--- src/rtl/mem_arbiter_pkg.sv ---
`default_nettype none
// ============================================================================
// Module      : mem_arbiter_pkg
// Description : Shared funct3 codes, FSM encoding and helpers for the
//               byte-serial memory arbiter.
// Revision    : 1.0 - initial release
// ============================================================================
package mem_arbiter_pkg;

  localparam int c_funct3_width = 3;

  localparam logic [c_funct3_width-1:0] c_f3_lb  = 3'd0;
  localparam logic [c_funct3_width-1:0] c_f3_lh  = 3'd1;
  localparam logic [c_funct3_width-1:0] c_f3_lw  = 3'd2;
  localparam logic [c_funct3_width-1:0] c_f3_lbu = 3'd4;
  localparam logic [c_funct3_width-1:0] c_f3_lhu = 3'd5;

  localparam logic [c_funct3_width-1:0] c_f3_sb  = 3'd0;
  localparam logic [c_funct3_width-1:0] c_f3_sh  = 3'd1;

  // Address bits [17:16] == 2'b11 select the IO page (UART).
  localparam logic [1:0] c_io_page = 2'b11;

  typedef enum logic [1:0] {
    ST_IDLE = 2'd0,
    ST_RD   = 2'd1,
    ST_WR   = 2'd2
  } state_t;

  function automatic logic is_io_page(input logic [1:0] page);
    return page == c_io_page;
  endfunction

  function automatic logic [2:0] ld_len(input logic [c_funct3_width-1:0] f3);
    case (f3)
      c_f3_lb, c_f3_lbu: return 3'd1;
      c_f3_lh, c_f3_lhu: return 3'd2;
      default:           return 3'd4;
    endcase
  endfunction

  function automatic logic [2:0] st_len(input logic [c_funct3_width-1:0] f3);
    case (f3)
      c_f3_sb: return 3'd1;
      c_f3_sh: return 3'd2;
      default: return 3'd4;
    endcase
  endfunction

endpackage
`default_nettype wire

--- src/rtl/mem_load_ext.sv ---
`default_nettype none
// ============================================================================
// Module      : mem_load_ext
// Description : Merges the byte arriving this cycle into the read buffer and
//               sign/zero-extends the result according to funct3.
// Revision    : 1.0 - initial release
// ============================================================================
module mem_load_ext
  import mem_arbiter_pkg::*;
#(
  parameter int VAL_WIDTH = 32
) (
  input  logic [31:0]               cur_word,
  input  logic [7:0]                new_byte,
  input  logic [1:0]                new_lane,
  input  logic [c_funct3_width-1:0] funct3,
  output logic [31:0]               word,
  output logic [VAL_WIDTH-1:0]      ext
);

  for (genvar k = 0; k < 4; k++) begin : g_lane
    assign word[8*k +: 8] = (new_lane == 2'(k)) ? new_byte : cur_word[8*k +: 8];
  end

  always_comb begin
    ext = VAL_WIDTH'(word);
    case (funct3)
      c_f3_lb:  ext = VAL_WIDTH'($signed(word[7:0]));
      c_f3_lh:  ext = VAL_WIDTH'($signed(word[15:0]));
      c_f3_lbu: ext = VAL_WIDTH'(word[7:0]);
      c_f3_lhu: ext = VAL_WIDTH'(word[15:0]);
      default:  ext = VAL_WIDTH'(word);
    endcase
  end

endmodule
`default_nettype wire

--- src/rtl/mem_arbiter.sv ---
`default_nettype none
// ============================================================================
// Module      : mem_arbiter
// Description : Arbitrates fetch/load/store onto the byte-wide RAM/IO port,
//               serialising words into byte cycles with registered outputs.
// Revision    : 1.0 - initial release
// ============================================================================
module mem_arbiter
  import mem_arbiter_pkg::*;
#(
  parameter int ADDR_WIDTH = 32,
  parameter int VAL_WIDTH  = 32
) (
  input  logic                      clk,
  input  logic                      rst_in,
  input  logic                      rdy_in,
  input  logic                      flush,
  input  logic                      io_buffer_full,
  input  logic [7:0]                mem_din,
  output logic [7:0]                mem_dout,
  output logic [ADDR_WIDTH-1:0]     mem_a,
  output logic                      mem_wr,
  input  logic                      if_req,
  input  logic [ADDR_WIDTH-1:0]     if_addr,
  output logic                      if_done,
  output logic [VAL_WIDTH-1:0]      if_data,
  input  logic                      ld_req,
  input  logic [ADDR_WIDTH-1:0]     ld_addr,
  input  logic [c_funct3_width-1:0] ld_type,
  output logic                      ld_done,
  output logic [VAL_WIDTH-1:0]      ld_data,
  input  logic                      st_req,
  input  logic [ADDR_WIDTH-1:0]     st_addr,
  input  logic [c_funct3_width-1:0] st_type,
  input  logic [VAL_WIDTH-1:0]      st_data,
  output logic                      st_done
);

  state_t                    r_state, w_state_nxt;
  logic [2:0]                r_cnt, w_cnt_nxt;
  logic [2:0]                r_len, w_len_nxt;
  logic [c_funct3_width-1:0] r_type, w_type_nxt;
  logic                      r_is_if, w_is_if_nxt;
  logic [ADDR_WIDTH-1:0]     r_mem_a, w_mem_a_nxt;
  logic [7:0]                r_mem_dout, w_mem_dout_nxt;
  logic                      r_mem_wr, w_mem_wr_nxt;
  logic [31:0]               r_buf, w_buf_nxt;
  logic [VAL_WIDTH-1:0]      r_wdata, w_wdata_nxt;
  logic                      r_if_done, w_if_done_nxt;
  logic                      r_ld_done, w_ld_done_nxt;
  logic                      r_st_done, w_st_done_nxt;
  logic [VAL_WIDTH-1:0]      r_if_data, w_if_data_nxt;
  logic [VAL_WIDTH-1:0]      r_ld_data, w_ld_data_nxt;

  logic                      w_st_elig, w_ld_elig, w_if_elig, w_st_blocked;
  logic [1:0]                w_cap_lane;
  logic [31:0]               w_word;
  logic [VAL_WIDTH-1:0]      w_ext;

  // A requester still seeing its done pulse must not be re-granted.
  assign w_st_elig    = st_req && !r_st_done;
  assign w_ld_elig    = ld_req && !r_ld_done;
  assign w_if_elig    = if_req && !r_if_done;
  assign w_st_blocked = is_io_page(st_addr[17:16]) && io_buffer_full;

  // RAM data lags the address by two edges, so step s captures lane s-2.
  assign w_cap_lane = r_cnt[1:0] - 2'd2;

  mem_load_ext #(
    .VAL_WIDTH (VAL_WIDTH)
  ) u_load_ext (
    .cur_word (r_buf),
    .new_byte (mem_din),
    .new_lane (w_cap_lane),
    .funct3   (r_type),
    .word     (w_word),
    .ext      (w_ext)
  );

  always_ff @(posedge clk or posedge rst_in) begin
    if (rst_in) begin
      r_state    <= ST_IDLE;
      r_cnt      <= 3'd0;
      r_len      <= 3'd0;
      r_type     <= '0;
      r_is_if    <= 1'b0;
      r_mem_a    <= '0;
      r_mem_dout <= 8'd0;
      r_mem_wr   <= 1'b0;
      r_buf      <= 32'd0;
      r_wdata    <= '0;
      r_if_done  <= 1'b0;
      r_ld_done  <= 1'b0;
      r_st_done  <= 1'b0;
      r_if_data  <= '0;
      r_ld_data  <= '0;
    end else if (rdy_in) begin
      r_state    <= w_state_nxt;
      r_cnt      <= w_cnt_nxt;
      r_len      <= w_len_nxt;
      r_type     <= w_type_nxt;
      r_is_if    <= w_is_if_nxt;
      r_mem_a    <= w_mem_a_nxt;
      r_mem_dout <= w_mem_dout_nxt;
      r_mem_wr   <= w_mem_wr_nxt;
      r_buf      <= w_buf_nxt;
      r_wdata    <= w_wdata_nxt;
      r_if_done  <= w_if_done_nxt;
      r_ld_done  <= w_ld_done_nxt;
      r_st_done  <= w_st_done_nxt;
      r_if_data  <= w_if_data_nxt;
      r_ld_data  <= w_ld_data_nxt;
    end
  end

  always_comb begin
    w_state_nxt    = r_state;
    w_cnt_nxt      = r_cnt;
    w_len_nxt      = r_len;
    w_type_nxt     = r_type;
    w_is_if_nxt    = r_is_if;
    w_mem_a_nxt    = r_mem_a;
    w_mem_dout_nxt = r_mem_dout;
    w_mem_wr_nxt   = r_mem_wr;
    w_buf_nxt      = r_buf;
    w_wdata_nxt    = r_wdata;
    w_if_done_nxt  = 1'b0;
    w_ld_done_nxt  = 1'b0;
    w_st_done_nxt  = 1'b0;
    w_if_data_nxt  = r_if_data;
    w_ld_data_nxt  = r_ld_data;

    case (r_state)
      ST_IDLE: begin
        // A pending store holds off loads and fetches even while blocked.
        if (w_st_elig) begin
          if (!w_st_blocked) begin
            w_state_nxt    = ST_WR;
            w_cnt_nxt      = 3'd1;
            w_len_nxt      = st_len(st_type);
            w_mem_a_nxt    = st_addr;
            w_mem_dout_nxt = st_data[7:0];
            w_mem_wr_nxt   = 1'b1;
            w_wdata_nxt    = st_data;
          end
        end else if (!flush && w_ld_elig) begin
          w_state_nxt  = ST_RD;
          w_cnt_nxt    = 3'd1;
          w_len_nxt    = ld_len(ld_type);
          w_type_nxt   = ld_type;
          w_is_if_nxt  = 1'b0;
          w_mem_a_nxt  = ld_addr;
          w_mem_wr_nxt = 1'b0;
          w_buf_nxt    = 32'd0;
        end else if (!flush && w_if_elig) begin
          w_state_nxt  = ST_RD;
          w_cnt_nxt    = 3'd1;
          w_len_nxt    = 3'd4;
          w_type_nxt   = c_f3_lw;
          w_is_if_nxt  = 1'b1;
          w_mem_a_nxt  = if_addr;
          w_mem_wr_nxt = 1'b0;
          w_buf_nxt    = 32'd0;
        end
      end

      ST_RD: begin
        if (flush) begin
          w_state_nxt = ST_IDLE;
          w_cnt_nxt   = 3'd0;
          w_mem_a_nxt = '0;
        end else begin
          if (r_cnt < r_len) begin
            w_mem_a_nxt = r_mem_a + ADDR_WIDTH'(1);
          end
          if (r_cnt >= 3'd2) begin
            w_buf_nxt = w_word;
          end
          if (r_cnt == r_len + 3'd1) begin
            w_state_nxt = ST_IDLE;
            w_cnt_nxt   = 3'd0;
            if (r_is_if) begin
              w_if_done_nxt = 1'b1;
              w_if_data_nxt = VAL_WIDTH'(w_word);
            end else begin
              w_ld_done_nxt = 1'b1;
              w_ld_data_nxt = w_ext;
            end
          end else begin
            w_cnt_nxt = r_cnt + 3'd1;
          end
        end
      end

      ST_WR: begin
        if (r_cnt < r_len) begin
          w_mem_a_nxt    = r_mem_a + ADDR_WIDTH'(1);
          w_mem_dout_nxt = r_wdata[8*r_cnt[1:0] +: 8];
          w_cnt_nxt      = r_cnt + 3'd1;
        end else begin
          w_mem_wr_nxt  = 1'b0;
          w_st_done_nxt = 1'b1;
          w_state_nxt   = ST_IDLE;
          w_cnt_nxt     = 3'd0;
        end
      end

      default: begin
        w_state_nxt = ST_IDLE;
      end
    endcase
  end

  assign mem_a    = r_mem_a;
  assign mem_dout = r_mem_dout;
  assign mem_wr   = r_mem_wr;
  assign if_done  = r_if_done;
  assign if_data  = r_if_data;
  assign ld_done  = r_ld_done;
  assign ld_data  = r_ld_data;
  assign st_done  = r_st_done;

endmodule
`default_nettype wire

--- config.mk ---
export PLATFORM = sky130hd
export DESIGN_NAME = mem_arbiter
export DESIGN_NICKNAME = d
export VERILOG_FILES = /design/src/rtl/mem_arbiter_pkg.sv /design/src/rtl/mem_load_ext.sv /design/src/rtl/mem_arbiter.sv
export SDC_FILE = /design/constraint.sdc
export NUM_CORES = 1
export LEC_CHECK = 0
export ABC_AREA = 1
export BUFFER_PORTS_ARGS = -buffer_cell sky130_fd_sc_hd__buf_2
export CORE_ASPECT_RATIO = 1.2
export CORE_MARGIN = 2
export CORE_UTILIZATION = 45
export DETAILED_ROUTE_END_ITERATION = 10
export GPL_ROUTABILITY_DRIVEN = 0
export PLACE_DENSITY = 0.8
export SYNTH_ARGS = -nofsm -noshare
export SYNTH_HDL_FRONTEND = slang
export SYNTH_SLANG_ARGS = --single-unit
--- constraint.sdc ---
create_clock -name clk -period 6.45 [get_ports clk]
set_input_delay 0.645 -clock clk [delete_from_list [all_inputs] [get_ports clk]]
set_output_delay 0.645 -clock clk [all_outputs]
set_load 0.01 [all_outputs]
==> results.py <==
metrics = {
    "synth": {
        "synth_edf_count": 0,
        "syn-num-nets": 1507,
        "syn_avg_cell_area_um2": 7.71,
        "synthXorXnorAreaFrac": 0.00592,
        "synthFlopType": "dfrtp_1",
        "synth_seq_area_share": 0.444,
        "synth_top_family_by_area": "simple AND/OR/NAND/NOR gates",
        "synth_cells": 1344,
        "synth_compound_area_frac": 0.173,
        "yosys_warnings": 0,
        "synthArstFlopShare": 1.00,
        "ys_ff_latch": 184,
        "synthAdderAreaFrac": 0.0157,
        "yosys-mux-area-fraction": 0.0272,
        "ys_types": 47,
        "synthSimpleGateAreaFrac": 0.240,
        "syn-cell-area_um2": 10400,
    },
    "critical_path": {
        "slowest_delay_ns": 0.76,
        "worst_path_dominant_cell_family": "simple AND/OR/NAND/NOR gates",
        "critical_path_class": "reg -> reg",
        "cp.arrival_ns": 3.43,
        "crit_path_start_kind": "flip-flop",
        "critPathMaxFanout": 65,
        "cp_slowest_cell": "nand2_2",
        "required_ns": 6.69,
        "path_cells": "clkinv_1, ha_1, nor2_1, nand2_1, inv_2, nand2_2, o21ai_0",
        "crit_path_end_kind": "flip-flop",
        "critical_path_buf_inv_count": 2,
    },
    "placed_design": {
        "place_hpwl_um": 20900,
        "dpl_worst_slack_ns": 3.32,
        "portBuffers": 257,
        "placed_cell_area_um2": 11700,
        "placedCellCount": 1819,
    },
    "sta": {
        "clock.fmax_mhz": 314,
        "fin_skew_ns": 0.0128,
        "drv_slew": 0,
        "layout_min_cycle_time_ns": 3.19,
        "tns_ns": 0,
        "worst_hold_slack_ns": 0.438,
        "rsz0062_at_grt": "no",
        "finalSetupViolations": 0,
        "setup_ws_ns": 3.26,
        "slew_headroom": 0.281,
        "hold_viol_final": 0,
        "finalCritPeriodShare": 0.494,
        "tightestPinTransition_ns": 1.07,
    },
    "clock_tree": {
        "cts_resized": 0,
        "htree_levels": 4,
        "path_clk_slew_ns": 0.07,
        "cts_root_buf": "clkbuf_16",
        "postCtsSetupRepairBufs": 0,
        "clk_latency_ns": 0.44,
        "clockBufferDepth": 2,
        "ctsHoldBuffers": 0,
        "clock_sinks": 184,
        "cts_tree": "yes",
        "cts_buffers": 17,
    },
    "drt": {
        "antenna_left": 0,
        "totalWireLength_um": 29000,
        "vias": 9895,
        "drtIter0Drc": 753,
        "wl_per_cell_um": 15.7,
        "routed_via_density": 5.35,
        "drcViolationCount": 0,
        "first_pass_iters": 8,
    },
    "global_routing": {
        "grt_pass1_wl_um": 45900,
        "grt_overflow_total": 0,
        "track_usage": 0.238,
        "grt_max_degree": 112,
        "antenna_found_initial": 1,
        "grt_pass1_vias": 9213,
    },
    "floorplanning": {
        "core-area_um2": 22500,
        "fp.dieH_um": 170,
        "rows": 60,
        "start_util": 0.460,
        "ios": 258,
        "die_area_um2": 24300,
        "die_w_um": 143,
    },
    "layout": {
        "antenna_cells": 0,
        "mostFrequentLayoutCells": "348 x nand2_1, 257 x buf_2, 184 x dfrtp_1",
        "layout-drive-gt1-share": 0.241,
        "regArea_um2": 4600,
        "nNetsFinal": 1722,
        "mostFrequentLayoutCell": "nand2_1",
        "area_growth_pct": 18.6,
        "multi_input_area_um2": 4790,
        "fin_area_um2": 12300,
        "final_cells": 1851,
        "nFillCells": 2094,
    },
    "outcome": {
        "status": "completed",
    },
    "run": {
        "cap_violations": 0,
    },
    "power_and_ir_drop": {
        "power.density_nw_per_um2": 430,
        "leakage_uw": 0.00627,
        "ir_worst_vdd_mv": 0.286,
    },
    "worst_hold_path": {
        "min_path_type": "in -> reg",
    },
}
sequential cells by signal (all words and copies together) (netlist names):
register and flops:
st_done 1, ld_data 32, if_done 1, if_data 32, mem_a 32, ld_done 1, r_type 3, r_is_if 1
r_wdata 32, r_len 3, r_state 2, r_buf 32, r_cnt 3, mem_wr 1, mem_dout 8
layer usage:
metal	GRT usage	vias to the layer above	share of wire
li1	-	4821	-
met2	0.405	390	0.49
met5	0	-	0.00045
met3	0.0473	47	0.071
met1	0.303	4635	0.42
met4	0.0827	2	0.022
final cells by class:
cell class,count,share of cell area
timing repair buffer,264,0.109
clock buffer,20,0.0372
sequential,184,0.375
multi-input combinational,936,0.390
clock inverter,12,0.0132
tap,279,0.0284
inverter,156,0.0481
final timing paths:
check	from	slack (ns)	end	cells after the start
max reg2reg	r_cnt[0]	3.26	if_done	7
min reg2reg	if_data[26]	0.48	if_data[26]	2
max in group asynchronous	rst_in	4.44	r_len[0]	3
max	r_cnt[0]	3.26	if_done	7
min	st_data[14]	0.44	r_wdata[14]	2
min in group asynchronous	rst_in	0.45	if_data[3]	2
worst register-to-register path, stage by stage (launching register included):
cell	delay (ns)
dfrtp_1	0.66
clkinv_1	0.59
ha_1	0.50
nor2_1	0.04
nand2_1	0.11
inv_2	0.06
nand2_2	0.76
o21ai_0	0.28
cell usage after synthesis (2+ instances only):
cell,instances,area (um^2)
nand2_1,350,1310
dfrtp_1,184,4600
o21ai_0,168,841
inv_1,150,563
nand3_1,91,455
nor2_1,83,312
a21oi_1,50,250
buf_2,27,135
mux2_2,25,282
o21ai_2,22,193
clkbuf_1,21,78.8
o21ai_1,21,105
a21boi_1,13,97.6
ha_1,13,163
nand4_1,13,81.3
o211ai_1,13,97.6
nand3_2,11,110
buf_4,9,67.6
o22ai_1,9,56.3
buf_6,7,78.8
nor3_1,7,35.0
a31oi_1,6,37.5
o31ai_1,6,45.0
xor2_1,5,43.8
nand2_2,4,25.0
inv_2,3,11.3
nand3b_1,3,22.5
nor2_2,3,18.8
nor2_4,3,33.8
or2_2,3,18.8
a21boi_0,2,15.0
clkbuf_2,2,10.0
clkinv_1,2,7.51
xnor2_1,2,17.5
stage by stage:
stage	total power, uW	util
after CTS	5300	0.546
after global routing	5680	0.546
after global placement	4100	0.518
final	5290	0.546
after detailed placement	4170	0.518
after floorplan	3480	-
power breakdown:
| group | total, uW | switching [uW] | leakage [uW] | internal, uW |
|---|---|---|---|---|
| logic | 2220 | 1410 | 0.00359 | 810 |
| registers | 1960 | 383 | 0.00238 | 1570 |
| clock network | 1110 | 473 | 0.000297 | 638 |
| total | 5290 | 2260 | 0.00627 | 3020 |
kinds of logic after synthesis:
family | count (synthesis)
AO/OA/AOI/OAI | 315
buffers and inverters | 224
flip-flops | 184
multiplexers | 25
adder cells (fa/ha/maj) | 13
XOR/XNOR | 7
AND/OR/NAND/NOR | 576
Power figures use the tool's default switching activity.
